<file path="config.mk">
export PLATFORM = sky130hd
export DESIGN_NAME = rmii_tx
export DESIGN_NICKNAME = d
export VERILOG_FILES = /design/src/rtl/rmii_tx.sv
export SDC_FILE = /design/constraint.sdc
export NUM_CORES = 1
export LEC_CHECK = 0
export BUFFER_PORTS_ARGS = -buffer_cell sky130_fd_sc_hd__buf_2
export CAP_MARGIN = 20
export CELL_PAD_IN_SITES_DETAIL_PLACEMENT = 1
export CELL_PAD_IN_SITES_GLOBAL_PLACEMENT = 1
export CORE_MARGIN = 2
export CORE_UTILIZATION = 35
export CTS_CLUSTER_DIAMETER = 30
export CTS_CLUSTER_SIZE = 20
export DETAILED_ROUTE_END_ITERATION = 12
export PLACE_DENSITY_LB_ADDON = 0.1
export RECOVER_POWER = 100
export SYNTH_ARGS = -nofsm -noshare
export SYNTH_HDL_FRONTEND = slang
export SYNTH_SLANG_ARGS = --single-unit
</file>
<file path="constraint.sdc">
create_clock -name clk -period 5.7 [get_ports clk]
set_clock_uncertainty 0.2 [all_clocks]
set_input_delay 1.425 -clock clk [delete_from_list [all_inputs] [get_ports clk]]
set_output_delay 1.425 -clock clk [all_outputs]
set_load 0.01 [all_outputs]
</file>
<file path="src/rtl/rmii_tx.sv">
// rmii_tx: RMII transmit framer.
// Accepts a byte stream over a valid/request handshake and serialises it as
// RMII dibits (LSB dibit first). The framer adds the preamble and SFD,
// optionally appends the Ethernet CRC-32 FCS, and enforces the inter-frame gap.
// Runs on the 100 MHz system clock. The 50 MHz RMII reference is sampled as data,
// and every transmit decision is made on its rising-edge tick.
//
// Ports:
//   clk, rst        system clock, asynchronous active-high reset
//   clk50Mgz        50 MHz RMII reference clock (sampled)
//   byteIn          next payload byte
//   dataValid       byteIn/dataLast valid; in IDLE, starts a frame
//   dataLast        byteIn is the final payload byte
//   dataReq         1-clk pulse: byteIn latched, upstream advances
//   TXD, TX_EN      RMII transmit dibit / enable (update on tick only)
//   busy            frame start through end of the inter-frame gap
//   txDone          1-clk pulse on the tick after the final dibit
//   txErr           1-clk pulse when an underrun aborts the frame
//   byteCount       payload bytes latched in the current frame
module rmii_tx #(
  parameter int PREAMBLE_BYTES = 7,
  parameter int APPEND_FCS     = 1,
  parameter int IFG_DIBITS     = 48
) (
  input  logic        clk,
  input  logic        rst,
  input  logic        clk50Mgz,
  input  logic [7:0]  byteIn,
  input  logic        dataValid,
  input  logic        dataLast,
  output logic        dataReq,
  output logic [1:0]  TXD,
  output logic        TX_EN,
  output logic        busy,
  output logic        txDone,
  output logic        txErr,
  output logic [15:0] byteCount
);
  localparam logic [31:0] POLY     = 32'hEDB88320;
  localparam logic [15:0] SFD_LAST = 16'(4 * PREAMBLE_BYTES + 3);
  localparam logic [15:0] IFG_LAST = 16'(IFG_DIBITS - 1);

  typedef enum logic [2:0] {IDLE, PREAMBLE, DATA, FCS, IFG} state_t;
  state_t state, state_n;

  // Two synchroniser flops, plus a third stage that provides the edge-detect history.
  logic [2:0] c50_pipe;
  logic       tick;

  always_ff @(posedge clk or posedge rst)
    if (rst) c50_pipe <= '0;
    else     c50_pipe <= {c50_pipe[1:0], clk50Mgz};

  assign tick = c50_pipe[1] & ~c50_pipe[2];

  // Reflected CRC-32, advanced two bits at a time (bit 0 of the dibit goes first).
  function automatic logic [31:0] crc_dibit(input logic [31:0] c, input logic [1:0] d);
    logic [31:0] r;
    r = c;
    for (int i = 0; i < 2; i++)
      r = (r >> 1) ^ ((r[0] ^ d[i]) ? POLY : 32'h0);
    return r;
  endfunction

  logic [15:0] cnt, cnt_n;       // dibit index within the current state
  logic [31:0] sr, sr_n;         // outgoing byte, or the FCS word while in FCS
  logic [31:0] crc, crc_n, crc_d;
  logic        last_q, last_n;
  logic        done_pend, done_pend_n;
  logic [1:0]  txd_n;
  logic        txen_n, busy_n, req_n, done_n, err_n, latch;
  logic [15:0] bc_n;

  always_comb begin
    state_n     = state;
    cnt_n       = cnt;
    sr_n        = sr;
    crc_n       = crc;
    last_n      = last_q;
    done_pend_n = done_pend;
    txd_n       = TXD;
    txen_n      = TX_EN;
    busy_n      = busy;
    bc_n        = byteCount;
    req_n       = 1'b0;
    done_n      = 1'b0;
    err_n       = 1'b0;
    latch       = 1'b0;
    crc_d       = crc_dibit(crc, sr[1:0]);
    if (tick) begin
      unique case (state)
        IDLE: begin
          txd_n  = 2'b00;
          txen_n = 1'b0;
          // The tick that accepts the frame also drives its first preamble dibit.
          if (dataValid) begin
            state_n = PREAMBLE;
            busy_n  = 1'b1;
            bc_n    = '0;
            crc_n   = '1;
            txd_n   = 2'b01;
            txen_n  = 1'b1;
            cnt_n   = 16'd1;
          end
        end
        PREAMBLE: begin
          txen_n = 1'b1;
          txd_n  = (cnt == SFD_LAST) ? 2'b11 : 2'b01;
          cnt_n  = cnt + 16'd1;
          latch  = (cnt == SFD_LAST);
        end
        DATA: begin
          txen_n = 1'b1;
          txd_n  = sr[1:0];
          crc_n  = crc_d;
          sr_n   = sr >> 2;
          cnt_n  = cnt + 16'd1;
          if (cnt == 16'd3) begin
            cnt_n = '0;
            if (!last_q) begin
              latch = 1'b1;
            end else if (APPEND_FCS != 0) begin
              // crc_d already includes the dibit being sent on this tick.
              state_n = FCS;
              sr_n    = ~crc_d;
            end else begin
              state_n     = IFG;
              done_pend_n = 1'b1;
            end
          end
        end
        FCS: begin
          txen_n = 1'b1;
          txd_n  = sr[1:0];
          sr_n   = sr >> 2;
          cnt_n  = cnt + 16'd1;
          if (cnt == 16'd15) begin
            state_n     = IFG;
            cnt_n       = '0;
            done_pend_n = 1'b1;
          end
        end
        IFG: begin
          // The first gap tick is the "tick after the final dibit", so txDone fires here.
          txen_n      = 1'b0;
          txd_n       = 2'b00;
          done_n      = done_pend;
          done_pend_n = 1'b0;
          cnt_n       = cnt + 16'd1;
          if (cnt == IFG_LAST) begin
            state_n = IDLE;
            busy_n  = 1'b0;
            cnt_n   = '0;
          end
        end
        default: state_n = IDLE;
      endcase

      // Byte hand-off: either take the next byte, or abort on underrun.
      if (latch) begin
        cnt_n = '0;
        if (dataValid) begin
          sr_n    = {24'h0, byteIn};
          last_n  = dataLast;
          req_n   = 1'b1;
          bc_n    = byteCount + 16'd1;
          state_n = DATA;
        end else begin
          err_n       = 1'b1;
          done_pend_n = 1'b0;
          state_n     = IFG;
        end
      end
    end
  end

  always_ff @(posedge clk or posedge rst) begin
    if (rst) begin
      state     <= IDLE;
      cnt       <= '0;
      sr        <= '0;
      crc       <= '1;
      last_q    <= 1'b0;
      done_pend <= 1'b0;
      TXD       <= 2'b00;
      TX_EN     <= 1'b0;
      busy      <= 1'b0;
      byteCount <= '0;
      dataReq   <= 1'b0;
      txDone    <= 1'b0;
      txErr     <= 1'b0;
    end else begin
      state     <= state_n;
      cnt       <= cnt_n;
      sr        <= sr_n;
      crc       <= crc_n;
      last_q    <= last_n;
      done_pend <= done_pend_n;
      TXD       <= txd_n;
      TX_EN     <= txen_n;
      busy      <= busy_n;
      byteCount <= bc_n;
      dataReq   <= req_n;
      txDone    <= done_n;
      txErr     <= err_n;
    end
  end
endmodule
</file>
==> results.md <==
- Status: complete, but fails checks
- Failing checks: max-capacitance violations, max-slew violations
- Worst-margin pin slew: 2.01 ns
- EDFF count, synth: 0
- Hold depth: 0
- Ys flop type: dfrtp_1
- Buffers on Ports: 35
- DR iter-0 viols: 329
- Reg-to-Reg Start: c50_pipe[2]$_DFF_PP0_
- Final net count: 635
- Maxcap violations: 3
- Critical path arrival: 4.22 ns
- Antenna Nets Post-Route: 0
- Cell Area, Placed: 6050 um^2
- Residual DRC: 0
- Initial core utilization: 0.357
- Crit. End Element: flip-flop
- Std-Cell Rows: 46
- Post-CTS setup repair buffer count: 0
- DP Wirelength: 10600 um
- Crit-path cells: nand2b_1, nor2_1, nand3_1, nand2_1, clkbuf_1, o22a_1
- TritonCTS clock tree: done
- Worst-Skew Late Latency: 0.36 ns
- Root Driver: clkbuf_16
- Ys Warns: 0
- Die area: 17200 um^2
- Pleak: 0.00242 uW
- Post-Syn Area per Cell: 9.44 um^2
- R2R setup slack: 1.59 ns
- CTS Buf Count: 9
- Hold buffers post-CTS: 0
- RR Endpoint: crc[10]$_DFFE_PP1P_
- Synthesized cell area: 5650 um^2
- Gpl congestion: 0.753
- Ports: 36
- Netlist cell types: 58
- Pin count of the biggest net entering global routing: 70
- Pwr Density: 263 nW/um^2
- Fin util: 0.398
- Fin Setup TNS: 0 ns
- Vias in the first global route: 5024
- Fin. Hold Viols: 0
- CP Max Fanout: 47
- Async S/R FF share, synth: 1.00
- Reg2reg path depth: 6
- RSZ-0062 raised after global routing: no
- Die Span Y: 131 um
- Initial DRT Pass Iterations: 5
- VDD IR max: 164 uV
- Sink Count: 111
- Antenna Cells: 0
- Share of layout cells above drive strength 1: 0.127
- CP Class: flip-flop to flip-flop
- CP Launch Type: flip-flop
- Yosys reg bits: 111
- Area Growth Syn to Fin: 11.5%
- Crit share post-route: 0.722
- Final setup vio count: 0
- Max Clk Rate: 0.243 GHz
- Clk buf depth: 2
- First-pass GRT wire length: 27100 um
- Chip width: 131 um
- Fillers: 1861
- Htree depth: 3
- Drt total wl: 15900 um
- Post-cts sizing count: 0
- Cells after synthesis: 598
- Average via count per standard cell: 5.67
- DR vias: 4761
- Routed wire per std cell: 18.9 um
- Syn_nets: 614
- Min-delay worst type: flip-flop to flip-flop
- Post-synthesis sequential area ratio: 0.499
- Max-Slew Margin vs Limit: -0.340
- Post-layout min period: 4.11 ns
- Critical path's slowest cell: nand2b_1
- Initial antenna violation count: 0
- Max Transition Viols Final: 91
- Clk pin slew, worst setup/hold paths: 0.08 ns
- Core ar.: 15800 um^2
- Max incr delay on CP: 1.09 ns
- Hold Startpoint: c50_pipe[0]$_DFF_PP0_
- Sink of the worst hold path: c50_pipe[1]$_DFF_PP0_
- GR Util All Layers: 0.202
- Final Instance Area: 6300 um^2
- Global route overflow: 0
- Data required, critical path: 5.81 ns
[layout make-up]
| cell class | count | area [um^2] | area share |
|---|---|---|---|
| Sequential cell | 111 | 2820 | 0.447 |
| Multi-Input combinational cell | 442 | 2640 | 0.418 |
| Tap cell | 216 | 270 | 0.0429 |
| Clock buffer | 12 | 256 | 0.0407 |
| Timing Repair Buffer | 48 | 255 | 0.0405 |
| Clock inverter | 4 | 35.0 | 0.00556 |
| Inverter | 7 | 27.5 | 0.00437 |
[layer usage]
metal	share of wire	GRT usage
met1	0.47	0.271
met2	0.49	0.339
met3	0.025	0.0314
met4	0.011	0.0551
met5	0	0
[layout by cell type, fill, tap and decap left out, types with 9 or more instances in the layout]
cell type  Yosys  layout
nand3_1       15      15
xnor2_1       18      18
clkbuf_16      0       9
o211a_1        9       9
o21ai_0       50      50
a221oi_1      16      16
nand2_1       65      65
dfstp_2       32      32
nor3_1        29      29
a21oi_1       42      42
buf_2          4      11
clkbuf_1      31      29
nor2_1        60      60
o22a_1        15      15
dfrtp_1       79      79
[power breakdown]
group / internal (uW) / total [uW] / switching (uW)
Clock: 327 / 640 / 313
Combinational: 56.7 / 131 / 74.5
Sequential: 834 / 885 / 51.4
[cell families after synthesis]
logic type | count (synthesis) | synth area share
mux | 5 | 0.00931
compound gates | 190 | 0.228
flops | 111 | 0.499
xor+xnor | 26 | 0.0403
fa+ha+maj | 3 | 0.00665
buf+inv | 45 | 0.0335
simple gates | 218 | 0.184
[flip-flops by register name, indices dropped and copies added, names as in the netlist, 2 cells and up, named ones only]
signal and count:
crc 32, sr 32, cnt 16, byteCount 15, c50_pipe 3, state 3
TXD 2
[synthesized netlist by cell type, types with 5 or more instances]
cell      instances  area share
a211oi_1          5      0.0066
a21o_1            7      0.0093
a21oi_1          42       0.037
a221oi_1         16       0.025
a222oi_1          6       0.011
a22o_1            8       0.012
a31oi_1           8      0.0089
clkbuf_1         31       0.021
dfrtp_1          79        0.35
dfstp_2          32        0.15
inv_1             6      0.0040
nand2_1          65       0.043
nand3_1          15       0.013
nand4_1           7      0.0078
nor2_1           60       0.040
nor3_1           29       0.026
nor4_1            8      0.0089
o211a_1           9       0.016
o21ai_0          50       0.044
o22a_1           15       0.023
xnor2_1          18       0.028
xor2_1            8       0.012
[worst max-delay path: cells and delay by family, from the launching register on]
kind | cells | cell delay, ns
AOI/OAI and AO/OA | 1 | 0.29
DFF | 1 | 0.38
and+or+nand+nor | 4 | 2.09
buffers and inverters | 1 | 1.07
[worst max path at each step]
stage	to	from	slack [ns]	cells past startpoint
4_1_cts	byteCount[12]$_DFFE_PP0P_	cnt[11]$_DFFE_PP0P_	2.17	6
2_1_floorplan	TXD[0]$_DFFE_PP0P_	rst	1.20	1
3_3_place_gp	byteCount[1]$_DFFE_PP0P_	dataValid	1.93	6
3_5_place_dp	byteCount[1]$_DFFE_PP0P_	dataValid	1.86	6
5_1_grt	crc[18]$_DFFE_PP1P_	c50_pipe[2]$_DFF_PP0_	1.12	7
6_report	crc[10]$_DFFE_PP1P_	c50_pipe[2]$_DFF_PP0_	1.59	6
[stage by stage]
stage	instances	setup WS (ns)	hold WS, ns	total power [uW]
floorplan	598	1.20	0.131	992
global placement	821	1.93	0.172	1020
detailed placement	823	1.86	0.168	1030
CTS	839	2.17	0.191	1690
global route	840	1.12	0.190	1740
finish	840	1.59	0.178	1660
Note: power is estimated with default switching activity, not from simulation.
